==> config.mk <==
export PLATFORM = sky130hd
export DESIGN_NAME = wisard_serial_classifier_flat
export DESIGN_NICKNAME = d
export VERILOG_FILES = /design/src/rtl/wisard_serial_classifier_pkg.sv /design/src/rtl/wisard_serial_classifier_if.sv /design/src/rtl/wisard_serial_classifier_argmax_seq.sv /design/src/rtl/wisard_serial_classifier.sv /design/src/flat_wrapper.sv
export SDC_FILE = /design/constraint.sdc
export NUM_CORES = 1
export LEC_CHECK = 0
export ABC_AREA = 0
export ABC_CLOCK_PERIOD_IN_PS = 3070
export CAP_MARGIN = 5
export CORE_UTILIZATION = 30
export CTS_CLUSTER_DIAMETER = 60
export CTS_CLUSTER_SIZE = 24
export DETAILED_ROUTE_END_ITERATION = 8
export PLACE_DENSITY = 0.49
export RECOVER_POWER = 25
export SKIP_CTS_REPAIR_TIMING = 1
export SKIP_LAST_GASP = 1
export SYNTH_ARGS = -nofsm -noshare
export SYNTH_HDL_FRONTEND = slang
export SYNTH_SLANG_ARGS = --single-unit
export TNS_END_PERCENT = 1
==> constraint.sdc <==
create_clock -name clk -period 3.07 [get_ports clk]
set_input_delay 0.614 -clock clk [delete_from_list [all_inputs] [get_ports clk]]
set_output_delay 0.614 -clock clk [all_outputs]
set_load 0.02 [all_outputs]
==> src/rtl/wisard_serial_classifier_pkg.sv <==
// Shared types and width helpers for the serial WiSARD classifier.
package wisard_pkg;

  typedef enum logic [2:0] {
    IDLE,
    SHIFT,
    ACCUM,
    WAIT,
    ARGMAX,
    DONE
  } state_t;

  localparam int N_CLASSES_DEF = 2;

  typedef logic [N_CLASSES_DEF-1:0] hit_t;

  function automatic int clog2_min1(input int n);
    return (n > 1) ? $clog2(n) : 1;
  endfunction

  function automatic int class_width(input int n_classes);
    return clog2_min1(n_classes);
  endfunction

  function automatic int cnt_width(input int num_pos);
    return clog2_min1(num_pos + 1);
  endfunction

endpackage

==> src/rtl/wisard_serial_classifier_if.sv <==
// Tuple stream, LUT bus and prediction signals between the tester and the classifier.
interface wisard_serial_classifier_if #(
  parameter int N_CLASSES   = 2,
  parameter int TUPLE_WIDTH = 8,
  parameter int POS_WIDTH   = 6,
  parameter int CLASS_WIDTH = 1
);
  logic                   tuple_bit;
  logic                   tuple_valid;
  logic                   sop;
  logic [TUPLE_WIDTH-1:0] tuple_addr;
  logic [POS_WIDTH-1:0]   tuple_pos;
  logic                   addr_valid;
  logic [N_CLASSES-1:0]   lut_out_t;
  logic                   cnt_mux_sel;
  logic [N_CLASSES-1:0]   cnt_mux_ext;
  logic                   prediction_valid;
  logic [CLASS_WIDTH-1:0] predicted_class;
  logic                   busy;
  logic                   overrun;

  modport master (
    output tuple_bit, tuple_valid, sop, lut_out_t, cnt_mux_sel, cnt_mux_ext,
    input  tuple_addr, tuple_pos, addr_valid, prediction_valid, predicted_class, busy, overrun
  );

  modport slave (
    input  tuple_bit, tuple_valid, sop, lut_out_t, cnt_mux_sel, cnt_mux_ext,
    output tuple_addr, tuple_pos, addr_valid, prediction_valid, predicted_class, busy, overrun
  );

endinterface

==> src/rtl/wisard_serial_classifier_argmax_seq.sv <==
// Sequential argmax over a packed vote vector, one class per cycle, ties to the lowest index.
module wisard_argmax_seq #(
  parameter int N_CLASSES   = 2,
  parameter int CLASS_WIDTH = 1,
  parameter int CNT_WIDTH   = 6
) (
  input  logic                           clk,
  input  logic                           rst,
  input  logic                           start_i,
  input  logic [N_CLASSES*CNT_WIDTH-1:0] votes_i,
  output logic                           done_o,
  output logic [CLASS_WIDTH-1:0]         idx_o
);

  logic                   run_q;
  logic [CLASS_WIDTH-1:0] i_q;
  logic [CLASS_WIDTH-1:0] idx_q;
  logic [CNT_WIDTH-1:0]   best_q;
  logic [CLASS_WIDTH-1:0] cur_i;
  logic [CLASS_WIDTH-1:0] idx_d;
  logic [CNT_WIDTH-1:0]   best_d;
  logic [CNT_WIDTH-1:0]   cur;

  // The start cycle evaluates class 0, so done/idx of the last class are available combinationally.
  always_comb begin
    cur_i  = start_i ? '0 : i_q;
    cur    = votes_i[int'(cur_i)*CNT_WIDTH +: CNT_WIDTH];
    best_d = best_q;
    idx_d  = idx_q;
    if (start_i || (cur > best_q)) begin
      best_d = cur;
      idx_d  = cur_i;
    end
    done_o = (start_i || run_q) && (cur_i == CLASS_WIDTH'(N_CLASSES - 1));
  end

  assign idx_o = idx_d;

  always_ff @(posedge clk or posedge rst) begin
    if (rst) begin
      run_q  <= 1'b0;
      i_q    <= '0;
      idx_q  <= '0;
      best_q <= '0;
    end else if (start_i || run_q) begin
      best_q <= best_d;
      idx_q  <= idx_d;
      i_q    <= cur_i + 1'b1;
      run_q  <= !done_o;
    end
  end

endmodule

==> src/rtl/wisard_serial_classifier.sv <==
// Serial tuple receiver: deserialises tuples, accumulates per-class LUT hits, reports the argmax class.
module wisard_serial_classifier
  import wisard_pkg::*;
#(
  parameter int N_CLASSES    = 2,
  parameter int CLASS_WIDTH  = class_width(N_CLASSES),
  parameter int TUPLE_WIDTH  = 8,
  parameter int BITCNT_WIDTH = clog2_min1(TUPLE_WIDTH),
  parameter int NUM_POS      = 47,
  parameter int POS_WIDTH    = clog2_min1(NUM_POS),
  parameter int CNT_WIDTH    = cnt_width(NUM_POS)
) (
  input logic                       clk,
  input logic                       rst,
  wisard_serial_classifier_if.slave bus
);

  state_t                         state_q;
  logic [TUPLE_WIDTH-1:0]         shreg_q;
  logic [TUPLE_WIDTH-1:0]         addr_d;
  logic [BITCNT_WIDTH-1:0]        bitcnt_q;
  logic [POS_WIDTH-1:0]           pos_q;
  logic [CNT_WIDTH-1:0]           cnt_q [N_CLASSES];
  logic [N_CLASSES-1:0]           hit_d;
  logic [N_CLASSES*CNT_WIDTH-1:0] votes;

  logic [TUPLE_WIDTH-1:0]         tuple_addr_q;
  logic [POS_WIDTH-1:0]           tuple_pos_q;
  logic                           addr_valid_q;
  logic                           pred_valid_q;
  logic [CLASS_WIDTH-1:0]         pred_class_q;
  logic                           busy_q;
  logic                           overrun_q;
  logic                           arg_start_q;

  logic                           arg_done;
  logic [CLASS_WIDTH-1:0]         arg_idx;
  logic                           restart;
  logic                           late_tuple;

  always_comb begin
    addr_d           = shreg_q;
    addr_d[bitcnt_q] = bus.tuple_bit;
  end

  always_comb hit_d = bus.cnt_mux_sel ? bus.cnt_mux_ext : bus.lut_out_t;

  always_comb begin
    votes = '0;
    for (int unsigned c = 0; c < N_CLASSES; c++) begin
      votes[c*CNT_WIDTH +: CNT_WIDTH] = cnt_q[c];
    end
  end

  assign restart    = bus.tuple_valid && bus.sop && ((state_q == IDLE) || (state_q == WAIT));
  assign late_tuple = bus.tuple_valid && ((state_q == ARGMAX) || (state_q == DONE));

  wisard_argmax_seq #(
    .N_CLASSES  (N_CLASSES),
    .CLASS_WIDTH(CLASS_WIDTH),
    .CNT_WIDTH  (CNT_WIDTH)
  ) u_argmax (
    .clk    (clk),
    .rst    (rst),
    .start_i(arg_start_q),
    .votes_i(votes),
    .done_o (arg_done),
    .idx_o  (arg_idx)
  );

  always_ff @(posedge clk or posedge rst) begin
    if (rst) begin
      state_q      <= IDLE;
      shreg_q      <= '0;
      bitcnt_q     <= '0;
      pos_q        <= '0;
      for (int unsigned c = 0; c < N_CLASSES; c++) cnt_q[c] <= '0;
      tuple_addr_q <= '0;
      tuple_pos_q  <= '0;
      addr_valid_q <= 1'b0;
      pred_valid_q <= 1'b0;
      pred_class_q <= '0;
      busy_q       <= 1'b0;
      overrun_q    <= 1'b0;
      arg_start_q  <= 1'b0;
    end else begin
      addr_valid_q <= 1'b0;
      pred_valid_q <= 1'b0;
      arg_start_q  <= 1'b0;
      if (late_tuple) overrun_q <= 1'b1;
      // sop in IDLE and WAIT share one restart path; only the WAIT case is an overrun.
      if (restart) begin
        for (int unsigned c = 0; c < N_CLASSES; c++) cnt_q[c] <= '0;
        pos_q    <= '0;
        shreg_q  <= addr_d;
        bitcnt_q <= BITCNT_WIDTH'(1);
        busy_q   <= 1'b1;
        state_q  <= SHIFT;
        if (state_q == WAIT) overrun_q <= 1'b1;
      end else begin
        case (state_q)
          SHIFT: begin
            shreg_q <= addr_d;
            if (bitcnt_q == BITCNT_WIDTH'(TUPLE_WIDTH - 1)) begin
              bitcnt_q     <= '0;
              tuple_addr_q <= addr_d;
              tuple_pos_q  <= pos_q;
              addr_valid_q <= 1'b1;
              state_q      <= ACCUM;
            end else begin
              bitcnt_q <= bitcnt_q + 1'b1;
            end
          end
          ACCUM: begin
            for (int unsigned c = 0; c < N_CLASSES; c++) begin
              cnt_q[c] <= cnt_q[c] + CNT_WIDTH'(hit_d[c]);
            end
            if (pos_q == POS_WIDTH'(NUM_POS - 1)) begin
              arg_start_q <= 1'b1;
              state_q     <= ARGMAX;
            end else begin
              pos_q   <= pos_q + 1'b1;
              state_q <= WAIT;
            end
          end
          WAIT: begin
            if (bus.tuple_valid) begin
              shreg_q  <= addr_d;
              bitcnt_q <= BITCNT_WIDTH'(1);
              state_q  <= SHIFT;
            end
          end
          ARGMAX: begin
            if (arg_done) begin
              pred_valid_q <= 1'b1;
              pred_class_q <= arg_idx;
              busy_q       <= 1'b0;
              state_q      <= DONE;
            end
          end
          DONE:    state_q <= IDLE;
          default: state_q <= IDLE;
        endcase
      end
    end
  end

  assign bus.tuple_addr       = tuple_addr_q;
  assign bus.tuple_pos        = tuple_pos_q;
  assign bus.addr_valid       = addr_valid_q;
  assign bus.prediction_valid = pred_valid_q;
  assign bus.predicted_class  = pred_class_q;
  assign bus.busy             = busy_q;
  assign bus.overrun          = overrun_q;

endmodule

==> src/flat_wrapper.sv <==
// flat-port wrapper written by rule: the top's interface ports become plain ports
module wisard_serial_classifier_flat import wisard_pkg::*;
#(
  parameter int N_CLASSES    = 2,
  parameter int CLASS_WIDTH  = class_width(N_CLASSES),
  parameter int TUPLE_WIDTH  = 8,
  parameter int BITCNT_WIDTH = clog2_min1(TUPLE_WIDTH),
  parameter int NUM_POS      = 47,
  parameter int POS_WIDTH    = clog2_min1(NUM_POS),
  parameter int CNT_WIDTH    = cnt_width(NUM_POS)
)
  (clk, rst, bus_tuple_bit, bus_tuple_valid, bus_sop, bus_lut_out_t, bus_cnt_mux_sel, bus_cnt_mux_ext, bus_tuple_addr, bus_tuple_pos, bus_addr_valid, bus_prediction_valid, bus_predicted_class, bus_busy, bus_overrun);
  wisard_serial_classifier_if #(.N_CLASSES(N_CLASSES), .TUPLE_WIDTH(TUPLE_WIDTH), .POS_WIDTH(POS_WIDTH), .CLASS_WIDTH(CLASS_WIDTH)) bus_i ();
  input logic clk;
  input logic rst;
  input wire logic [$bits(bus_i.tuple_bit)-1:0] bus_tuple_bit;
  input wire logic [$bits(bus_i.tuple_valid)-1:0] bus_tuple_valid;
  input wire logic [$bits(bus_i.sop)-1:0] bus_sop;
  input wire logic [$bits(bus_i.lut_out_t)-1:0] bus_lut_out_t;
  input wire logic [$bits(bus_i.cnt_mux_sel)-1:0] bus_cnt_mux_sel;
  input wire logic [$bits(bus_i.cnt_mux_ext)-1:0] bus_cnt_mux_ext;
  output wire logic [$bits(bus_i.tuple_addr)-1:0] bus_tuple_addr;
  output wire logic [$bits(bus_i.tuple_pos)-1:0] bus_tuple_pos;
  output wire logic [$bits(bus_i.addr_valid)-1:0] bus_addr_valid;
  output wire logic [$bits(bus_i.prediction_valid)-1:0] bus_prediction_valid;
  output wire logic [$bits(bus_i.predicted_class)-1:0] bus_predicted_class;
  output wire logic [$bits(bus_i.busy)-1:0] bus_busy;
  output wire logic [$bits(bus_i.overrun)-1:0] bus_overrun;
  assign bus_i.tuple_bit = bus_tuple_bit;
  assign bus_i.tuple_valid = bus_tuple_valid;
  assign bus_i.sop = bus_sop;
  assign bus_i.lut_out_t = bus_lut_out_t;
  assign bus_i.cnt_mux_sel = bus_cnt_mux_sel;
  assign bus_i.cnt_mux_ext = bus_cnt_mux_ext;
  assign bus_tuple_addr = bus_i.tuple_addr;
  assign bus_tuple_pos = bus_i.tuple_pos;
  assign bus_addr_valid = bus_i.addr_valid;
  assign bus_prediction_valid = bus_i.prediction_valid;
  assign bus_predicted_class = bus_i.predicted_class;
  assign bus_busy = bus_i.busy;
  assign bus_overrun = bus_i.overrun;
  wisard_serial_classifier #(.N_CLASSES(N_CLASSES), .CLASS_WIDTH(CLASS_WIDTH), .TUPLE_WIDTH(TUPLE_WIDTH), .BITCNT_WIDTH(BITCNT_WIDTH), .NUM_POS(NUM_POS), .POS_WIDTH(POS_WIDTH), .CNT_WIDTH(CNT_WIDTH)) u_core (.clk(clk), .rst(rst), .bus(bus_i));
endmodule
==> metrics.md <==
| Metric | Value |
|---|---|
| First-pass GRT wire length | roughly 11000 µm |
| Ys Warns | 0 |
| Synthesized area | 3130 µm² |
| CTS tree | done |
| WP buf/inv | 1 |
| Post-synthesis register bit count | 61 |
| DIE AREA | 10900 µm² |
| Number of synthesized flops with an enable pin | 0 |
| GR Util met3 | 3.07% |
| M1 GR Usage | around a fifth |
| WS Path Type | reg2reg |
| N_diodes | 0 |
| Worst Path Max Fanout | 7 |
| Wire length per cell | 14.2 µm |
| Final Wtd Congestion | 0.788 |
| Seq/Total Area, Yosys | between 40% and 50% |
| Leading cell type in the layout, fill and taps excluded | dfrtp_1 |
| Hold Crit Class | reg2reg |
| Later-pin clock latency in the skew report | 0.33 ns |
| CTS Buffer Depth | 2 |
| CTS root buf | clkbuf_8 |
| Critical path capture point type | register |
| Gr busiest metal | met1 |
| Row cnt | 36 |
| CP max stage cell | a31oi_2 |
| Hold EP | u_core.bus.overrun$_DFF_PP0_ |
| Critical Path, Cell by Cell | nor2b_1, buf_4, mux2_2, ha_1, nand4_1, o21bai_1, a31oi_2, mux2_2 |
| CP max stage delay | 0.43 ns |
| Fin crit period | 2.74 ns |
| PD cells | 801 nW/µm² |
| RSZ-0062 raised after global routing | no |
| Final Hold Viols | 0 |
| Commonest register cell after synthesis | dfrtp_1 |
| Slew @ Worst Pin | approximately 1.1 ns |
| H-tree depth | 3 |
| Total power | 3.00 mW |
| Net Count, Synth | 309 |
| Syn Inst Count | around 290 |
| Status | finished, final reports clean |
| Final net count | 340 |
| Setup tns final | 0 ns |
| Post-synth top area cell | dfrtp_1 |
| Top delay family on crit path | multiplexers |
| # setup viols final | 0 |
| Worst r2r path cells | 8 |
| PortBufs | 28 |
| Clock slew at reported path FFs | 0.07 ns |
| Synth area leaders | dfrtp_1 (49%), mux2_2 (9.3%), ha_1 (5.6%), mux2i_1 (4.8%), nor2_1 (4.3%) |
| Drt pass-1 iters | 4 |
| R2R Path Start | u_core.arg_start_q$_DFF_PP0_ |
| Max-Cap Viols | 0 |
| Hold path startpoint | u_core.bus.overrun$_DFF_PP0_ |
| Number of I/O pins | 29 |
| Reg2reg end | u_core.u_argmax.best_q[1]$_DFFE_PP0P_ |
| # fillers | between 900 and 1000 |
| Synth-to-Final Area Change | 19.6% |
| Max Freq | approximately 0.37 GHz |
| Maximum vdd ir drop | 290 µV |
| TritonCTS buffer count | 9 |
| Die Y | 104 µm |
| Netlist cell types | 44 |
| Worst Hold Path Cells | 1 |
| Initial DRC count | 69 |
| Critical Path AT | 2.96 ns |
| Total Wirelength | 6460 µm |
| Flop-to-flop setup slack | about 0.33 ns |
| Layout cells sized above 1 | between 10% and 20% |
| Number of remaining DRC errors | 0 |
| Detail Placement HPWL | 4420 µm |
| Die W | 104 µm |
| Pleak | 1.66 nW |
| Antenna Nets Post-Route | 0 |
| FFs w/ async S/R, synth | 100% |
| GRT Total Usage | 12.9% |
| Skew final | roughly 0.012 ns |
| Overflow left after global routing | 0 |
| Critical Path Start Type | register |
| Slew headroom | 27.9% |
| Most frequent cells in the layout | dfrtp_1 (61), nor2_1 (36), clkdlybuf4s50_1 (27) |
| Largest net degree at the start of global routing | 35 |
| Syn avg cell area | roughly 11 µm² |
| CP required | 3.29 ns |
| Max Transition Viols Final | 0 |
| CP most frequent cell | mux2_2 |
| Initial antenna violation count | 0 |
| Via count of the first global-routing pass | 2153 |
| Starting Density | 31.5% |
| Via count | 2190 |
| Crit share post-route | approximately nine tenths |
| Met2 usage | between 10% and 20% |
| Via/cell ratio | 4.82 |
| Core area | approximately 10000 µm² |
| Clk sink count | 61 |
| Post-synth top area share | 48.7% |
## sequential cells by signal, indices dropped and copies added (netlist names), 3 cells and up
name	count
u_core.pos_q	6
u_core.bitcnt_q	3
u_core.shreg_q	8
u_core.u_argmax.best_q	6
u_core.bus.tuple_addr	8
u_core.state_q	3
u_core.cnt_q	12
u_core.bus.tuple_pos	6
## cells in the mapped netlist (2+ instances only)
library cell  number
buf_2              6
nand3b_1           3
a21oi_1           14
and4b_1            2
a311oi_1           2
xnor2_1            2
nand2b_1           5
and3_1             4
nor2b_1            4
nand2_1           14
or2_2              2
nor2_1            36
a211oi_1           3
a22o_1             2
nor4_1             4
mux2_2            26
o21bai_1           2
dfrtp_1           61
nor4b_1            4
ha_1              14
clkbuf_1           6
mux2i_1           15
buf_4              3
xor2_1            12
nand4_1            7
inv_1             11
o21ai_0            4
## cell families after synthesis
group           synth area share (%)
simple gates                    15.4
flops                           48.7
fa+ha+maj                       5.59
xor+xnor                        3.91
buf+inv                         3.71
compound gates                  8.50
mux                             14.1
## layer usage
| layer | vias up | part of all wire [%] |
|---|---|---|
| met5 | - | 0 |
| met4 | 0 | 1.6 |
| met3 | 8 | 2.3 |
| met2 | 28 | 42 |
| met1 | 1087 | 54 |
| li1 | 1067 | - |
## area by class of cell
class / count / area (µm²) / area share (%)
multi-input combinational: 198 / 1500 / 39.9
tap: 133 / 166 / 4.44
timing repair buffer: 35 / 330 / 8.81
inverter: 11 / 41.3 / 1.10
clock inverter: 3 / 18.8 / 0.501
sequential: 61 / 1530 / 40.7
clock buffer: 13 / 169 / 4.51
## per-stage QoR
step           instance area (µm²)  hold slack (ns)  setup slack, ns  util [%]  std cells
2_1_floorplan                 3130            0.470            0.606         -        285
3_3_place_gp                  3580            0.488            0.374      35.9        438
3_5_place_dp                  3580            0.495            0.327      35.9        438
4_1_cts                       3760            0.499            0.309      37.8        454
5_1_grt                       3750            0.531            0.173      37.7        454
6_report                      3750            0.501            0.331      37.7        454
## how the worst max path moves through the flow
stage                                            start                               endpoint  slack [ns]  depth (start not counted)
after global placement    u_core.arg_start_q$_DFF_PP0_  u_core.u_argmax.best_q[3]$_DFFE_PP0P_        0.37                          8
after floorplan           u_core.arg_start_q$_DFF_PP0_  u_core.u_argmax.best_q[1]$_DFFE_PP0P_        0.61                          8
after CTS                 u_core.arg_start_q$_DFF_PP0_  u_core.u_argmax.best_q[2]$_DFFE_PP0P_        0.31                          8
final                     u_core.arg_start_q$_DFF_PP0_  u_core.u_argmax.best_q[1]$_DFFE_PP0P_        0.33                          8
after global routing      u_core.arg_start_q$_DFF_PP0_  u_core.u_argmax.best_q[2]$_DFFE_PP0P_        0.17                          8
after detailed placement  u_core.arg_start_q$_DFF_PP0_  u_core.u_argmax.best_q[2]$_DFFE_PP0P_        0.33                          8
## power breakdown
group | leakage [nW] | internal [mW] | switching, mW
registers | 0.780 | 1.02 | 0.232
logic | 0.781 | 0.549 | 0.526
clock network | 0.0994 | 0.359 | 0.318
total | 1.66 | 1.93 | 1.08
Note: power is estimated with default switching activity, not from simulation.
